<file path="config.mk">
export PLATFORM = sky130hd
export DESIGN_NAME = up_dn_counter
export DESIGN_NICKNAME = d
export VERILOG_FILES = /design/src/rtl/up_dn_counter_pkg.sv /design/src/rtl/up_dn_counter.sv
export SDC_FILE = /design/constraint.sdc
export NUM_CORES = 1
export LEC_CHECK = 0
export CORE_AREA = 2 2 39 41
export CTS_BUF_LIST = sky130_fd_sc_hd__clkbuf_4 sky130_fd_sc_hd__clkbuf_8 sky130_fd_sc_hd__clkbuf_16
export DETAILED_ROUTE_END_ITERATION = 8
export DIE_AREA = 0 0 41 43
export GPL_ROUTABILITY_DRIVEN = 0
export MAX_ROUTING_LAYER = met4
export PLACE_DENSITY = 0.61
export SLEW_MARGIN = 0
export SYNTH_ARGS = -nofsm -noshare
export SYNTH_HDL_FRONTEND = slang
export SYNTH_SLANG_ARGS = --single-unit
</file>
<file path="constraint.sdc">
create_clock -name Clk -period 1.9 [get_ports Clk]
set_clock_uncertainty 0.05 [all_clocks]
set_input_delay 0.475 -clock Clk [delete_from_list [all_inputs] [get_ports Clk]]
set_output_delay 0.475 -clock Clk [all_outputs]
set_load 0.02 [all_outputs]
</file>
<file path="src/rtl/up_dn_counter_pkg.sv">
// up_dn_counter_pkg: default counter width and derived saturation limit shared by the counter and its users.
package up_dn_counter_pkg;
  localparam int unsigned UDC_WIDTH = 5;
  localparam int unsigned UDC_MAX = 2**UDC_WIDTH - 1;
endpackage

</file>
<file path="src/rtl/up_dn_counter.sv">
// up_dn_counter: loadable saturating up/down counter with combinational High/Low limit flags.
module up_dn_counter
  import up_dn_counter_pkg::*;
#(
  parameter int unsigned WIDTH = UDC_WIDTH
) (
  input  logic             Clk,
  input  logic             Rst_n,
  input  logic [WIDTH-1:0] In,
  input  logic             Load,
  input  logic             Up,
  input  logic             Down,
  output logic [WIDTH-1:0] Counter_Reg,
  output logic             High,
  output logic             Low
);
  assign High = &Counter_Reg;
  assign Low = ~|Counter_Reg;
  // Down takes priority even when saturated at zero, so it also blocks Up there.
  always_ff @(posedge Clk or negedge Rst_n)
    if (!Rst_n) Counter_Reg <= '0;
    else if (Load) Counter_Reg <= In;
    else if (Down) Counter_Reg <= Low ? Counter_Reg : Counter_Reg - WIDTH'(1);
    else if (Up) Counter_Reg <= High ? Counter_Reg : Counter_Reg + WIDTH'(1);
endmodule

</file>
==> flow_summary_export.csv, run 1 <==
group,metric,value,unit
run_status,outcome,"finished, violations left",
run_status,failed_checks,"negative setup slack",
clock_network,cts_tree,"built",
setup_path,cp_common_cell,"mux2_4",
placement,dp_slack,-599,ps
pwr,power_density,931,nW/um2
detailed_routing,firstDrtPassIters,2,
timing,period_needed,2000,ps
setup_path,path_cells,"or4_4 > buf_6 > o21ai_4 > nand2_4 > mux2_4 > mux2_4",
floorplanning,dieArea,1760,um2
clock_network,cts.sinks,5,
layout,fin_area,761,um2
synthesis,synth_cell_type_count,23,
floorplanning,rows,14,
timing,maxSlewViolCount,0,
detailed_routing,vias_per_cell,4.54,
placement,place_area,704,um2
timing,setup_viol,5,
detailed_routing,postRouteAntennaNets,0,
setup_path,path_class,"reg -> reg",
floorplanning,die_y,43,um
setup_path,end_kind,"register",
floorplanning,die_w,41,um
synthesis,synth-seq-cells,5,
setup_path,critPathLaunchType,"register",
timing,fin_crit_sh,105,%
timing,setup_ws,-103,ps
detailed_routing,via_count,413,
placement,numPortBuffers,16,
setup_path,cp_slowest_cell,"or4_4",
global_route,grt_first_pass_wirelength,1680,um
clock_network,clk_latency,230,ps
clock_network,cts_buffers,3,
clock_network,ctsLongestPathBuffers,2,
job,drv_cap,0,
worst_hold_path,hp-class,"in -> async",
global_route,grt_max_degree,9,
detailed_routing,routedWlPerCell,10.9,um
layout,n_antenna_cell,0,
synthesis,yosysSeqAreaShare,29.6,%
timing,rsz0062_at_grt,"yes",
floorplanning,num_io_pins,17,
layout,final_cells,91,
timing,fmax,499,MHz
timing,worstMarginPinSlew,258,ps
timing,hold_viol,0,
placement,place.detailed.hpwl,862,um
detailed_routing,drcViolationCount,0,
setup_path,arrival,2070,ps
layout,area_growth,79.9,%
layout,top_register,"Counter_Reg",
detailed_routing,routed_wirelength,989,um
layout,nNetsFinal,90,
setup_path,crit_fanout,2,
pwr,ir_worst_vdd,0.430,mV
timing,relSlewSlack,82.7,%
global_route,antenna_found_initial,0,
layout,largest_reg_flops,5,
detailed_routing,drtIter0Drc,4,
global_route,track_usage,14.9,%
synthesis,syn_area,423,um2
global_route,grt_overflow_total,0,
clock_network,htreeDepth,1,
timing,holdWs,412,ps
synthesis,syn_inst,42,
placement,placed_cells,86,
layout,drive_gt1_share,41.3,%
synthesis,ys_warn_count,0,
floorplanning,coreArea,1380,um2
clock_network,clk_pin_slew,40,ps
layout,reg_top3,"Counter_Reg x5",
pwr,p_leak,0.000361,uW
global_route,grt_pass1_vias,430,
synthesis,syn-mean-instance-area,10.1,um2
setup_path,critPathRequiredTime,1960,ps
setup_path,slowest_delay,540,ps
synthesis,synth_nets,56,
clock_network,cts_root_buf,"clkbuf_4",
floorplanning,start_util,30.6,%
## layout make-up
cell class                      count  area, um2
Fill cell                         126        623
Multi-Input combinational cell     36        309
Timing Repair Buffer               30        272
Sequential cell                     5        130
Clock buffer                        4       30.0
Tap cell                           16       20.0
## layout by cell type (no fill, tap or decap)
cell	instances
nand3_1	2
a21oi_1	2
a21boi_0	1
or4_4	1
dfrtp_1	1
fa_1	1
buf_6	2
a211oi_1	1
and3b_1	1
o21ai_1	3
dlymetal6s2s_1	1
clkdlybuf4s50_1	11
nor2b_1	1
o21ai_4	2
clkdlybuf4s15_2	1
mux2i_1	2
ha_1	3
nor2_1	2
xnor2_1	2
mux2_4	2
dlygate4sd2_1	2
buf_4	13
clkbuf_4	4
nand2_4	1
o21ai_0	1
xor2_1	1
a21o_1	1
nand2_1	5
xnor2_2	1
dfrtp_2	4
## metrics by stage
step	TNS, ps	power, uW	utilization [%]
final	-214	709	55.0
after global routing	-656	765	55.0
after CTS	-254	708	53.8
after detailed placement	-2190	567	50.9
after global placement	-2070	560	50.9
after floorplan	-96.4	372	-
## power breakdown
part	internal, uW	leakage (uW)	switching, uW
registers	135	0.0000553	20.7
clock network	93.2	0.0000184	37.3
logic	239	0.000287	183
total	467	0.000361	241
## synthesized netlist by cell type
| cell | count | area (um2) |
|---|---|---|
| dfrtp_1 | 5 | 125 |
| buf_1 | 1 | 3.75 |
| a21oi_1 | 2 | 10.0 |
| a211oi_1 | 1 | 7.51 |
| mux2i_1 | 2 | 20.0 |
| o21ai_4 | 2 | 32.5 |
| nor2b_1 | 1 | 6.26 |
| xnor2_1 | 3 | 26.3 |
| a21o_1 | 1 | 7.51 |
| o21ai_0 | 2 | 10.0 |
| nand2_1 | 5 | 18.8 |
| nand3_1 | 2 | 10.0 |
| xor2_1 | 1 | 8.76 |
| and3b_1 | 1 | 8.76 |
| fa_1 | 1 | 20.0 |
| mux2_1 | 1 | 11.3 |
| ha_1 | 3 | 37.5 |
| a21boi_0 | 1 | 7.51 |
| mux2_2 | 1 | 11.3 |
| o21ai_1 | 2 | 10.0 |
| nand2_4 | 1 | 11.3 |
| nor2_1 | 2 | 7.51 |
| or4_4 | 1 | 11.3 |
## critical path: cells and delay by family, from the launching register on
kind	cells	cell delay (ps)
flip-flops	1	390
AND/OR/NAND/NOR	2	610
buffers and inverters	1	130
AO/OA/AOI/OAI	1	150
multiplexers	2	560
## worst paths after layout
check / from / end / slack, ps / cells after the start
max: Counter_Reg[4]$_DFFE_PN0P_ / Counter_Reg[3]$_DFFE_PN0P_ / -100 / 6
min: Rst_n / Counter_Reg[2]$_DFFE_PN0P_ / 410 / 1
max reg2reg: Counter_Reg[4]$_DFFE_PN0P_ / Counter_Reg[3]$_DFFE_PN0P_ / -100 / 6
min reg2reg: Counter_Reg[0]$_DFFE_PN0P_ / Counter_Reg[0]$_DFFE_PN0P_ / 610 / 2
max in group asynchronous: Rst_n / Counter_Reg[4]$_DFFE_PN0P_ / 1180 / 1
min in group Clk: Counter_Reg[0]$_DFFE_PN0P_ / Counter_Reg[0]$_DFFE_PN0P_ / 610 / 2
## cells by family after synthesis
family | after synthesis | synth area share (%)
AO/OA/AOI/OAI | 11 | 20.1
flip-flops | 5 | 29.6
buffers and inverters | 1 | 0.887
adder cells (fa/ha/maj) | 4 | 13.6
XOR/XNOR | 4 | 8.29
multiplexers | 4 | 10.1
AND/OR/NAND/NOR | 13 | 17.5
## metal layers
metal / track usage, % / share of wire (%) / up-vias
li1: - / - / 215
met1: 16.4 / 41 / 185
met2: 22.8 / 53 / 11
met3: 4.71 / 5.0 / 2
met4: 8.00 / 1.0 / 0
met5: - / 0 / -
## what timing repair did
action / CTS / global route
pin swaps: 2 / 0
endpoints found under the setup margin: 7 / 7
hold buffers: 0 / 0
gates resized for setup: 12 / 5
buffers inserted: 1 / 0
(Power assumes the default switching activity.)
==> inputs of run 2 (changes only) <==
CAP_MARGIN = 20   (was default)
==> results of run 2 <==
The final DEF is identical to that of run 1; final timing and power are the same.
